$ cat src/rtl/mem_bus_arbiter_if.sv
// Bundles the IF fetch port, the MEM load/store port, the external memory bus and stall_req.
// The master modport is the arbiter's view; the slave modport is the surrounding pipeline and bus.
interface mem_bus_arbiter_if #(
    parameter int ADDR_W = 32,
    parameter int DATA_W = 32
);
    localparam int SEL_W = DATA_W / 8;

    logic              if_req;
    logic [ADDR_W-1:0] if_addr;
    logic [DATA_W-1:0] if_rdata;
    logic              if_ready;
    logic              if_err;
    logic              flush;

    logic              mem_req;
    logic              mem_we;
    logic [SEL_W-1:0]  mem_sel;
    logic [ADDR_W-1:0] mem_addr;
    logic [DATA_W-1:0] mem_wdata;
    logic [DATA_W-1:0] mem_rdata;
    logic              mem_ready;
    logic              mem_err;

    logic              bus_req;
    logic              bus_we;
    logic [SEL_W-1:0]  bus_sel;
    logic [ADDR_W-1:0] bus_addr;
    logic [DATA_W-1:0] bus_wdata;
    logic [DATA_W-1:0] bus_rdata;
    logic              bus_ack;

    logic              stall_req;

    modport master (
        input  if_req, if_addr, flush,
        output if_rdata, if_ready, if_err,
        input  mem_req, mem_we, mem_sel, mem_addr, mem_wdata,
        output mem_rdata, mem_ready, mem_err,
        output bus_req, bus_we, bus_sel, bus_addr, bus_wdata,
        input  bus_rdata, bus_ack,
        output stall_req
    );

    modport slave (
        output if_req, if_addr, flush,
        input  if_rdata, if_ready, if_err,
        output mem_req, mem_we, mem_sel, mem_addr, mem_wdata,
        input  mem_rdata, mem_ready, mem_err,
        input  bus_req, bus_we, bus_sel, bus_addr, bus_wdata,
        output bus_rdata, bus_ack,
        input  stall_req
    );
endinterface

$ cat src/rtl/mem_bus_arbiter.sv
// Single-bus arbiter, MEM over IF; request to ready is 2 cycles minimum (grant edge + ack edge).
// Bus fields are held until bus_ack or the watchdog aborts; requesters are stalled via stall_req.
module mem_bus_arbiter #(
    parameter int ADDR_W  = 32,
    parameter int DATA_W  = 32,
    parameter int TIMEOUT = 255
) (
    input  logic             clk,
    input  logic             rst,
    mem_bus_arbiter_if.master bus
);
    localparam int SEL_W = DATA_W / 8;
    localparam int WD_W  = $clog2(TIMEOUT + 1);
    localparam logic [WD_W-1:0] WD_LAST = WD_W'(TIMEOUT - 1);

    typedef enum logic [1:0] {
        IDLE    = 2'd0,
        BUS_IF  = 2'd1,
        BUS_MEM = 2'd2
    } state_t;

    state_t            r_state,     w_state_nxt;
    logic [WD_W-1:0]   r_wd,        w_wd_nxt;
    logic              r_discard,   w_discard_nxt;
    logic              r_bus_req,   w_bus_req_nxt;
    logic              r_bus_we,    w_bus_we_nxt;
    logic [SEL_W-1:0]  r_bus_sel,   w_bus_sel_nxt;
    logic [ADDR_W-1:0] r_bus_addr,  w_bus_addr_nxt;
    logic [DATA_W-1:0] r_bus_wdata, w_bus_wdata_nxt;
    logic [DATA_W-1:0] r_if_rdata,  w_if_rdata_nxt;
    logic              r_if_ready,  w_if_ready_nxt;
    logic              r_if_err,    w_if_err_nxt;
    logic [DATA_W-1:0] r_mem_rdata, w_mem_rdata_nxt;
    logic              r_mem_ready, w_mem_ready_nxt;
    logic              r_mem_err,   w_mem_err_nxt;

    logic              w_mem_ok;
    logic              w_if_ok;
    logic              w_if_drop;
    logic              w_wd_expire;

    // A port completing this cycle still holds its level request; mask it so it is not re-served.
    assign w_mem_ok    = bus.mem_req & ~r_mem_ready;
    assign w_if_ok     = bus.if_req  & ~r_if_ready & ~bus.flush;
    assign w_if_drop   = r_discard | bus.flush;
    assign w_wd_expire = (r_wd == WD_LAST);

    always_comb begin
        w_state_nxt     = r_state;
        w_wd_nxt        = r_wd;
        w_discard_nxt   = r_discard;
        w_bus_req_nxt   = r_bus_req;
        w_bus_we_nxt    = r_bus_we;
        w_bus_sel_nxt   = r_bus_sel;
        w_bus_addr_nxt  = r_bus_addr;
        w_bus_wdata_nxt = r_bus_wdata;
        w_if_rdata_nxt  = r_if_rdata;
        w_if_ready_nxt  = 1'b0;
        w_if_err_nxt    = 1'b0;
        w_mem_rdata_nxt = r_mem_rdata;
        w_mem_ready_nxt = 1'b0;
        w_mem_err_nxt   = 1'b0;

        unique case (r_state)
            IDLE: begin
                w_discard_nxt = 1'b0;
                if (w_mem_ok) begin
                    w_state_nxt     = BUS_MEM;
                    w_wd_nxt        = '0;
                    w_bus_req_nxt   = 1'b1;
                    w_bus_we_nxt    = bus.mem_we;
                    w_bus_sel_nxt   = bus.mem_sel;
                    w_bus_addr_nxt  = bus.mem_addr;
                    w_bus_wdata_nxt = bus.mem_wdata;
                end else if (w_if_ok) begin
                    w_state_nxt     = BUS_IF;
                    w_wd_nxt        = '0;
                    w_bus_req_nxt   = 1'b1;
                    w_bus_we_nxt    = 1'b0;
                    w_bus_sel_nxt   = '1;
                    w_bus_addr_nxt  = bus.if_addr;
                    w_bus_wdata_nxt = '0;
                end
            end

            BUS_MEM: begin
                if (bus.bus_ack) begin
                    w_state_nxt     = IDLE;
                    w_bus_req_nxt   = 1'b0;
                    w_mem_rdata_nxt = bus.bus_rdata;
                    w_mem_ready_nxt = 1'b1;
                end else if (w_wd_expire) begin
                    w_state_nxt     = IDLE;
                    w_wd_nxt        = r_wd + WD_W'(1);
                    w_bus_req_nxt   = 1'b0;
                    w_mem_rdata_nxt = '0;
                    w_mem_ready_nxt = 1'b1;
                    w_mem_err_nxt   = 1'b1;
                end else begin
                    w_wd_nxt = r_wd + WD_W'(1);
                end
            end

            BUS_IF: begin
                w_discard_nxt = w_if_drop;
                // A flushed fetch still finishes on the bus, but its result never reaches IF.
                if (bus.bus_ack) begin
                    w_state_nxt   = IDLE;
                    w_bus_req_nxt = 1'b0;
                    if (!w_if_drop) begin
                        w_if_rdata_nxt = bus.bus_rdata;
                        w_if_ready_nxt = 1'b1;
                    end
                end else if (w_wd_expire) begin
                    w_state_nxt   = IDLE;
                    w_wd_nxt      = r_wd + WD_W'(1);
                    w_bus_req_nxt = 1'b0;
                    if (!w_if_drop) begin
                        w_if_rdata_nxt = '0;
                        w_if_ready_nxt = 1'b1;
                        w_if_err_nxt   = 1'b1;
                    end
                end else begin
                    w_wd_nxt = r_wd + WD_W'(1);
                end
            end

            default: begin
                w_state_nxt   = IDLE;
                w_bus_req_nxt = 1'b0;
            end
        endcase
    end

    always_ff @(posedge clk or posedge rst) begin
        if (rst) begin
            r_state     <= IDLE;
            r_wd        <= '0;
            r_discard   <= 1'b0;
            r_bus_req   <= 1'b0;
            r_bus_we    <= 1'b0;
            r_bus_sel   <= '0;
            r_bus_addr  <= '0;
            r_bus_wdata <= '0;
            r_if_rdata  <= '0;
            r_if_ready  <= 1'b0;
            r_if_err    <= 1'b0;
            r_mem_rdata <= '0;
            r_mem_ready <= 1'b0;
            r_mem_err   <= 1'b0;
        end else begin
            r_state     <= w_state_nxt;
            r_wd        <= w_wd_nxt;
            r_discard   <= w_discard_nxt;
            r_bus_req   <= w_bus_req_nxt;
            r_bus_we    <= w_bus_we_nxt;
            r_bus_sel   <= w_bus_sel_nxt;
            r_bus_addr  <= w_bus_addr_nxt;
            r_bus_wdata <= w_bus_wdata_nxt;
            r_if_rdata  <= w_if_rdata_nxt;
            r_if_ready  <= w_if_ready_nxt;
            r_if_err    <= w_if_err_nxt;
            r_mem_rdata <= w_mem_rdata_nxt;
            r_mem_ready <= w_mem_ready_nxt;
            r_mem_err   <= w_mem_err_nxt;
        end
    end

    assign bus.bus_req   = r_bus_req;
    assign bus.bus_we    = r_bus_we;
    assign bus.bus_sel   = r_bus_sel;
    assign bus.bus_addr  = r_bus_addr;
    assign bus.bus_wdata = r_bus_wdata;
    assign bus.if_rdata  = r_if_rdata;
    assign bus.if_ready  = r_if_ready;
    assign bus.if_err    = r_if_err;
    assign bus.mem_rdata = r_mem_rdata;
    assign bus.mem_ready = r_mem_ready;
    assign bus.mem_err   = r_mem_err;

    assign bus.stall_req = ~rst & ((bus.if_req & ~r_if_ready) | (bus.mem_req & ~r_mem_ready));

endmodule

$ cat src/flat_wrapper.sv
// flat-port wrapper written by rule: the top's interface ports become plain ports
module mem_bus_arbiter_flat 
#(
    parameter int ADDR_W  = 32,
    parameter int DATA_W  = 32,
    parameter int TIMEOUT = 255
)
  (clk, rst, bus_if_req, bus_if_addr, bus_flush, bus_if_rdata, bus_if_ready, bus_if_err, bus_mem_req, bus_mem_we, bus_mem_sel, bus_mem_addr, bus_mem_wdata, bus_mem_rdata, bus_mem_ready, bus_mem_err, bus_bus_req, bus_bus_we, bus_bus_sel, bus_bus_addr, bus_bus_wdata, bus_bus_rdata, bus_bus_ack, bus_stall_req);
  mem_bus_arbiter_if #(.ADDR_W(ADDR_W), .DATA_W(DATA_W)) bus_i ();
  input  logic clk;
  input  logic rst;
  input wire logic [$bits(bus_i.if_req)-1:0] bus_if_req;
  input wire logic [$bits(bus_i.if_addr)-1:0] bus_if_addr;
  input wire logic [$bits(bus_i.flush)-1:0] bus_flush;
  output wire logic [$bits(bus_i.if_rdata)-1:0] bus_if_rdata;
  output wire logic [$bits(bus_i.if_ready)-1:0] bus_if_ready;
  output wire logic [$bits(bus_i.if_err)-1:0] bus_if_err;
  input wire logic [$bits(bus_i.mem_req)-1:0] bus_mem_req;
  input wire logic [$bits(bus_i.mem_we)-1:0] bus_mem_we;
  input wire logic [$bits(bus_i.mem_sel)-1:0] bus_mem_sel;
  input wire logic [$bits(bus_i.mem_addr)-1:0] bus_mem_addr;
  input wire logic [$bits(bus_i.mem_wdata)-1:0] bus_mem_wdata;
  output wire logic [$bits(bus_i.mem_rdata)-1:0] bus_mem_rdata;
  output wire logic [$bits(bus_i.mem_ready)-1:0] bus_mem_ready;
  output wire logic [$bits(bus_i.mem_err)-1:0] bus_mem_err;
  output wire logic [$bits(bus_i.bus_req)-1:0] bus_bus_req;
  output wire logic [$bits(bus_i.bus_we)-1:0] bus_bus_we;
  output wire logic [$bits(bus_i.bus_sel)-1:0] bus_bus_sel;
  output wire logic [$bits(bus_i.bus_addr)-1:0] bus_bus_addr;
  output wire logic [$bits(bus_i.bus_wdata)-1:0] bus_bus_wdata;
  input wire logic [$bits(bus_i.bus_rdata)-1:0] bus_bus_rdata;
  input wire logic [$bits(bus_i.bus_ack)-1:0] bus_bus_ack;
  output wire logic [$bits(bus_i.stall_req)-1:0] bus_stall_req;
  assign bus_i.if_req = bus_if_req;
  assign bus_i.if_addr = bus_if_addr;
  assign bus_i.flush = bus_flush;
  assign bus_if_rdata = bus_i.if_rdata;
  assign bus_if_ready = bus_i.if_ready;
  assign bus_if_err = bus_i.if_err;
  assign bus_i.mem_req = bus_mem_req;
  assign bus_i.mem_we = bus_mem_we;
  assign bus_i.mem_sel = bus_mem_sel;
  assign bus_i.mem_addr = bus_mem_addr;
  assign bus_i.mem_wdata = bus_mem_wdata;
  assign bus_mem_rdata = bus_i.mem_rdata;
  assign bus_mem_ready = bus_i.mem_ready;
  assign bus_mem_err = bus_i.mem_err;
  assign bus_bus_req = bus_i.bus_req;
  assign bus_bus_we = bus_i.bus_we;
  assign bus_bus_sel = bus_i.bus_sel;
  assign bus_bus_addr = bus_i.bus_addr;
  assign bus_bus_wdata = bus_i.bus_wdata;
  assign bus_i.bus_rdata = bus_bus_rdata;
  assign bus_i.bus_ack = bus_bus_ack;
  assign bus_stall_req = bus_i.stall_req;
  mem_bus_arbiter #(.ADDR_W(ADDR_W), .DATA_W(DATA_W), .TIMEOUT(TIMEOUT)) u_core (.clk(clk), .rst(rst), .bus(bus_i));
endmodule
$ cat config.mk
export PLATFORM = sky130hd
export DESIGN_NAME = mem_bus_arbiter_flat
export DESIGN_NICKNAME = d
export VERILOG_FILES = /design/src/rtl/mem_bus_arbiter_if.sv /design/src/rtl/mem_bus_arbiter.sv /design/src/flat_wrapper.sv
export SDC_FILE = /design/constraint.sdc
export NUM_CORES = 1
export LEC_CHECK = 0
export ABC_AREA = 1
export CORE_UTILIZATION = 39
export DETAILED_ROUTE_END_ITERATION = 16
export GPL_ROUTABILITY_DRIVEN = 1
export GPL_TIMING_DRIVEN = 0
export PLACE_DENSITY = 0.84
export SLEW_MARGIN = 25
export SYNTH_ARGS = -nofsm -noshare
export SYNTH_HDL_FRONTEND = slang
export SYNTH_SLANG_ARGS = --single-unit
export TNS_END_PERCENT = 50
$ cat constraint.sdc
create_clock -name clk -period 4.75 [get_ports clk]
set_clock_uncertainty 0.05 [all_clocks]
set_input_delay 0.95 -clock clk [delete_from_list [all_inputs] [get_ports clk]]
set_output_delay 0.95 -clock clk [all_outputs]
set_load 0.005 [all_outputs]
Word level (Yosys, flattened, before mapping)
Cells that the tools add are included. W data, S select, Z words.

Register bits: 149.

Bitwise logic cells: 11. Reduce and logical (&&, ||, !) cells: 11. Equal/unequal tests: 6. Multiplexer cells: 40. $add $sub $neg: 1.

Operators by type and width (number): $mux W32 (10); $mux W8 (3); $mux W1 (17); $pmux W8 S2 (1); $add A8 B1 Y8 const B (1); $eq A8 B8 Y1 const B (1); $mux W2 (4); $mux W4 (2); $reduce_bool A2 Y1 (4); $ne A3 B1 Y1 const B (2); $reduce_and A2 Y1 (3); $reduce_and A3 Y1 (2); $not A1 Y1 (5); $and A1 B1 Y1 (4); $pmux W1 S2 (2); $pmux W2 S2 (1); $eq A2 B1 Y1 const B (1); $eq A2 B2 Y1 const B (1); $logic_not A2 Y1 (1); $ne A2 B2 Y1 const B (1); $or A1 B1 Y1 (2); $reduce_or A2 Y1 (1).

Longest topological paths before layout
Gate-level depths: netlist (run 1).

Depth after elaboration: 6. Depth in mapped cells: 8. Mapped depth without buffers: 8.

Worst setup path after synthesis (run 1)
No wires, ideal clock.

Path type: input to output. From: in bus_mem_req. To: out bus_stall_req. Path buffers: 1. Data required time: 3.750 ns. Cell stages on the path: 3. Setup slack: 2.303 ns. Arrival time: 1.447 ns. Path through: nand2_2 > clkbuf_1 > a21oi_1.

Cells in the longest elaborated chain, start to end: 3.

Ends and longest elaborated chain: start, declared (RTL line flat_wrapper.sv:18) `input wire logic [$bits(bus_i.mem_req)-1:0] bus_mem_req;`; $and A1 B1 Y1 (RTL line mem_bus_arbiter.sv:181) `assign bus.stall_req = ~rst & ((bus.if_req & ~r_if_ready) | (bus.mem_req & ~r_mem_ready));`; $or A1 B1 Y1 (RTL line mem_bus_arbiter.sv:181); $and A1 B1 Y1 (RTL line mem_bus_arbiter.sv:181); end, declared (RTL line flat_wrapper.sv:33) `output wire logic [$bits(bus_i.stall_req)-1:0] bus_stall_req;`.

No other way between the ends.

Final worst setup path (run 1)
Ends and elaborated chain as after synthesis.

==> flow_summary.json, run 1 <==
{
  "grt_overflow": 0,
  "hold_ws_ns": 0.4182,
  "setup_viol": 0,
  "synth_seq_cells": 149,
  "critPathSlowestCell": "clkdlybuf4s50_1",
  "netlist_instances": 854,
  "hold_viol": 0,
  "gp_congestion": 0.8276,
  "critPathCaptureType": "output port",
  "ys_warn_count": 0,
  "grt_pass1_wl_um": 31590,
  "nets": 1298,
  "synth_xor_area_frac": 0.002654,
  "start_kind": "input pin",
  "mostFrequentLayoutCells": "nand2_1, clkdlybuf4s50_1, dfrtp_1",
  "vias": 6222,
  "cts_htree_levels": 4,
  "rsz0062_at_grt": "no",
  "synth_compound_area_frac": 0.01043,
  "rows": 47,
  "synth_top_area_cell": "dfrtp_1",
  "die_area_um2": 17450,
  "setup_tns_ns": 0,
  "critPathKind": "in -> out",
  "syn-cell-area_um2": 6600,
  "seqPwrFrac": 0.356,
  "hp-class": "reg -> reg",
  "critPathMaxStageDelay_ns": 0.51,
  "slew_headroom": 0.6565,
  "tightestPinTransition_ns": 0.5141,
  "synthToLayoutAreaGrowth_pct": 56.91,
  "antenna_left": 0,
  "synth_area_leaders": "dfrtp_1, nand2_1, inv_1",
  "fmax_ghz": 0.2779,
  "grtUsageTotal": 0.2328,
  "synth_top_family_by_area": "simple AND/OR/NAND/NOR gates",
  "cts_buffer_depth": 2,
  "crit_required_ns": 3.75,
  "routed_wl_um": 19400,
  "clk_pin_slew_ns": 0.06,
  "first_pass_iters": 4,
  "outcome": "completed",
  "synthMuxAreaShare": 0,
  "fin_cells": 1387,
  "vias_per_cell": 4.486,
  "syn_area_per_cell_um2": 7.728,
  "period_needed_ns": 3.598,
  "yosys.area_share.adder": 0.009479,
  "worstPathArrival_ns": 2.60,
  "cpMostUsedCell": "clkdlybuf4s50_1",
  "holdBufCountCts": 0,
  "synth-simple-area-share": 0.3545,
  "cts_tree": "done",
  "cp.buffers_inverters": 3,
  "cts-root-buf": "clkbuf_16",
  "fin_crit_sh": 0.7575,
  "diodes": 0,
  "syn_nets": 998,
  "synth.yosys.seq_area_share": 0.5649,
  "crit_family": "buffers and inverters",
  "cts-resized-gates": 0,
  "synth_top_area_frac": 0.5649,
  "ios": 278,
  "grt_max_degree": 33,
  "crit_chain": "clkdlybuf4s50_1, nand2_2, clkbuf_1, a21oi_1, clkdlybuf4s50_1",
  "final_common_cell": "nand2_1",
  "internal_power_mw": 3.926,
  "die_w_um": 132.1,
  "slew_viol_final": 0,
  "clkPwrFrac": 0.234,
  "power.density_nw_per_um2": 567.0,
  "grt_antenna_before_repair": 0,
  "numCtsBuffers": 17,
  "p_leak_nw": 5.418,
  "peakVddDrop_mv": 0.3155,
  "die_y_um": 132.1,
  "pwr-share-comb": 0.410,
  "cts_setup_buffers": 0,
  "clock_sinks": 149,
  "drv_cap": 0,
  "yosys.cell_types.count": 26,
  "initial_utilization": 0.3994,
  "worstPathMaxFanout": 10,
  "p_sw_mw": 1.946,
  "clk_latency_ns": 0.41,
  "drc": 0,
  "drive_above_1_share": 0.05998,
  "coreArea_um2": 16520,
  "initialDrtViolationCount": 287,
  "power.share.switching": 0.3313,
  "dp.cells": 1355,
  "routedWlPerCell_um": 13.98,
  "port_buffers": 276,
  "first_global_vias": 6201,
  "post-dp-hpwl_um": 14660
}
-- through the flow --
stage	worst slack (ns)	power, mW	util	cell area [um2]
finish	1.152	5.872	0.6267	10360
global route	1.023	6.265	0.6267	10360
CTS	1.107	5.925	0.6267	10360
detailed placement	1.087	4.526	0.5904	9757
global placement	0.5280	4.451	0.5835	9642
floorplan	1.875	3.027	-	6604
-- power groups by stage --
stage	Clock, mW	Sequential, mW	Combinational (mW)
floorplan	0	2.12	0.908
global placement	0	2.08	2.37
detailed placement	0	2.10	2.43
CTS	1.39	2.09	2.44
global route	1.45	2.15	2.67
finish	1.37	2.09	2.41
-- area by class of cell --
| type | count | area, um2 |
|---|---|---|
| Buffer | 36 | 195.2 |
| Clock buffer | 20 | 446.7 |
| Clock inverter | 12 | 152.6 |
| Fill cell | 1410 | 6168 |
| Inverter | 50 | 191.4 |
| Multi-Input combinational cell | 619 | 2489 |
| Sequential cell | 149 | 3729 |
| Tap cell | 220 | 275.3 |
| Timing Repair Buffer | 281 | 2878 |
-- synthesized netlist by cell type --
| cell type | count |
|---|---|
| nand2_1 | 556 |
| dfrtp_1 | 149 |
| inv_1 | 48 |
| nor2_1 | 22 |
| clkbuf_1 | 13 |
| buf_2 | 12 |
| nand3_1 | 8 |
| buf_6 | 6 |
| buf_1 | 5 |
| ha_1 | 5 |
| o21ai_0 | 5 |
| nand2_4 | 3 |
| nor2_2 | 3 |
| a21oi_1 | 2 |
| inv_2 | 2 |
| nand2_2 | 2 |
| nand3b_1 | 2 |
| o21ai_2 | 2 |
| xor2_1 | 2 |
| a21oi_2 | 1 |
| nand3b_4 | 1 |
| nor2_4 | 1 |
| nor3_1 | 1 |
| nor3b_1 | 1 |
| o21bai_1 | 1 |
| or2_2 | 1 |
-- final timing paths --
check	endpoint	depth (start not counted)	start	slack, ns
worst max-delay path	bus_stall_req	5	bus_mem_req	1.15
worst min-delay path	u_core.bus.if_rdata[26]$_DFFE_PP0P_	2	u_core.bus.if_rdata[26]$_DFFE_PP0P_	0.42
worst max register to register	u_core.bus.bus_wdata[8]$_DFFE_PP0P_	7	u_core.r_state[0]$_DFFE_PP0P_	2.84
worst min register to register	u_core.bus.if_rdata[26]$_DFFE_PP0P_	2	u_core.bus.if_rdata[26]$_DFFE_PP0P_	0.42
max in group asynchronous	u_core.bus.if_rdata[25]$_DFFE_PP0P_	5	rst	2.86
min in group asynchronous	u_core.bus.mem_rdata[29]$_DFFE_PP0P_	2	rst	0.90
-- sequential cells by signal, indices dropped and copies added, names as in the netlist, 2 cells and up --
signal                flops
u_core.r_state            2
u_core.bus.bus_sel        4
u_core.bus.mem_rdata     32
u_core.r_wd               8
u_core.bus.if_rdata      32
u_core.bus.bus_wdata     32
u_core.bus.bus_addr      32
-- kinds of logic after synthesis --
logic type,Yosys count
AO/OA/AOI/OAI,11
XOR/XNOR,2
adder cells (fa/ha/maj),5
buffers and inverters,86
AND/OR/NAND/NOR,601
flip-flops,149
-- routing by layer --
metal  global-route usage  vias up  share of wire
met5                    0        -              0
met4              0.07946        0          0.016
met3              0.08843       26          0.094
met2               0.3977      233           0.48
met1               0.2669     2821           0.41
li1                     -     3142              -
-- tightest hold or removal path: cells and delay by family, from the launching register on --
kind             cells  cell delay (ns)
and+or+nand+nor      2             0.09
DFF                  1             0.34
Note: power is estimated with default switching activity, not from simulation.
==> run 2: changes to the inputs <==
clock period = 3.1 ns   (was 4.75 ns; I/O delays follow)
==> results of run 2 <==
Same layout as run 1 (identical final DEF). Status: completed.
Among the figures that moved: setup slack after placement 1.087 ns -> 0.09657 ns; setup slack after layout 1.152 ns -> 0.1621 ns; register-to-register setup slack 2.84 ns -> 1.19 ns; total power 5.872 mW -> 8.997 mW; worst IR drop on VDD 0.3155 mV -> 0.4835 mV
==> run 3: changes to the inputs <==
RECOVER_POWER = 50   (was not set)
==> flow_summary.json, run 3 (synthesis results as in run 1) <==
{
  "dp.cells": 1355,
  "drc": 0,
  "hp-start": "u_core.bus.if_rdata[26]$_DFFE_PP0P_",
  "holdBufCountCts": 0,
  "critical_path.startpoint": "bus_mem_req",
  "fin_crit_sh": 0.9489,
  "grt_pass1_wl_um": 31590,
  "cts-root-buf": "clkbuf_16",
  "finish.utilization": 0.6212,
  "crit_required_ns": 2.43,
  "p_leak_nw": 5.374,
  "setup_tns_ns": 0,
  "routed_wl_um": 19400,
  "slew_viol_final": 0,
  "grt_antenna_before_repair": 0,
  "fin_cells": 1387,
  "die_w_um": 132.1,
  "critPathKind": "in -> out",
  "worstPathMaxFanout": 10,
  "rsz0062_at_grt": "no",
  "coreArea_um2": 16520,
  "setup_viol": 0,
  "period_needed_ns": 2.942,
  "dpl_cell_area_um2": 9757,
  "worstPathArrival_ns": 2.27,
  "vias_per_cell": 4.470,
  "pre_cts_ws_ns": 0.09657,
  "whs_path_depth": 2,
  "initialDrtViolationCount": 244,
  "slew_headroom": 0.07615,
  "fin_ws_ns": 0.1583,
  "vias": 6200,
  "crit_family": "buffers and inverters",
  "cts_buffer_depth": 2,
  "finalInstanceArea_um2": 10260,
  "initial_utilization": 0.3994,
  "ios": 278,
  "post-dp-hpwl_um": 14660,
  "critPathMaxStageDelay_ns": 0.51,
  "critPathSlowestCell": "clkdlybuf4s50_1",
  "r2r_cells": 6,
  "grt_overflow": 0,
  "drive_above_1_share": 0.04799,
  "grt_max_degree": 33,
  "critPathCaptureType": "output port",
  "cp.buffers_inverters": 3,
  "numCtsBuffers": 17,
  "cpMostUsedCell": "clkdlybuf4s50_1",
  "diodes": 0,
  "gp_congestion": 0.8276,
  "peakVddDrop_mv": 0.4776,
  "cts_htree_levels": 4,
  "cts_setup_buffers": 0,
  "power.density_nw_per_um2": 870.7,
  "routedWlPerCell_um": 13.99,
  "fillers": 1424,
  "clock_sinks": 149,
  "grtUsageTotal": 0.2328,
  "tightestPinTransition_ns": 1.384,
  "rows": 47,
  "first_global_vias": 6201,
  "start_kind": "input pin",
  "cts-resized-gates": 0,
  "die_y_um": 132.1,
  "nets": 1298,
  "outcome": "completed",
  "fmax_ghz": 0.3399,
  "cts_tree": "done",
  "hp-class": "reg -> reg",
  "port_buffers": 276,
  "first_pass_iters": 4,
  "synthToLayoutAreaGrowth_pct": 55.53,
  "cp_num_cells": 5,
  "drv_cap": 0,
  "clk_latency_ns": 0.41,
  "final_common_cell": "nand2_1",
  "hold_ws_ns": 0.4183,
  "clk_pin_slew_ns": 0.06,
  "hold_viol": 0,
  "rr_startpoint": "u_core.bus.mem_ready$_DFF_PP0_",
  "die_area_um2": 17450,
  "antenna_left": 0,
  "mostFrequentLayoutCells": "nand2_1, clkdlybuf4s50_1, dfrtp_1",
  "p_total_mw": 8.938,
  "crit_chain": "clkdlybuf4s50_1, nand2_2, clkbuf_1, a21oi_1, clkdlybuf4s50_1"
}
run 3: cell count changes in the layout (fill, tap and decap cells not counted), moves of 3 or more:
cell             previous run  this run
clkbuf_1                   15        22
buf_6                       6         1
clkdlybuf4s50_1           276       273
dlygate4sd3_1               0         3
run 3: path summary, 6_finish.rpt:
| check | to | slack [ns] |
|---|---|---|
| worst max-delay path | bus_stall_req | 0.16 |
| worst min-delay path | u_core.bus.if_rdata[26]$_DFFE_PP0P_ | 0.42 |
| worst max register to register | u_core.bus.bus_addr[29]$_DFFE_PP0P_ | 0.89 |
| worst min register to register | u_core.bus.if_rdata[26]$_DFFE_PP0P_ | 0.42 |
| max in group asynchronous | u_core.bus.bus_addr[23]$_DFFE_PP0P_ | 0.41 |
| min in group asynchronous | u_core.bus.mem_rdata[29]$_DFFE_PP0P_ | 0.80 |
run 3: cell type report:
cell class	instances	area (um2)	share of cell area
flip-flops and latches	149	3729	0.3632
repair buffers	281	2855	0.2782
multi-input cells	619	2461	0.2398
well taps	220	275.3	0.02682
plain buffers	36	156.4	0.01524
clock inverters	12	152.6	0.01487
clock buffers	20	446.7	0.04352
inverters	50	188.9	0.01841
run 3: metal layers:
layer,vias to the layer above,GRT usage,wire [um],part of all wire
met3,30,0.08843,1890,0.097
met4,0,0.07946,343,0.018
met5,-,0,0,0
met1,2789,0.2669,7829,0.40
li1,3140,-,-,-
met2,241,0.3977,9338,0.48
run 3: worst min-delay path, cell delays in order (launching register included):
cell and delay (ns):
dfrtp_1 0.34, nand2_1 0.05, nand2_1 0.04
run 3: power by group:
part           total [mW]  internal [mW]  switching [mW]
combinational        3.64           1.95            1.69
sequential           3.20           2.75           0.456
clock                2.10           1.29           0.813
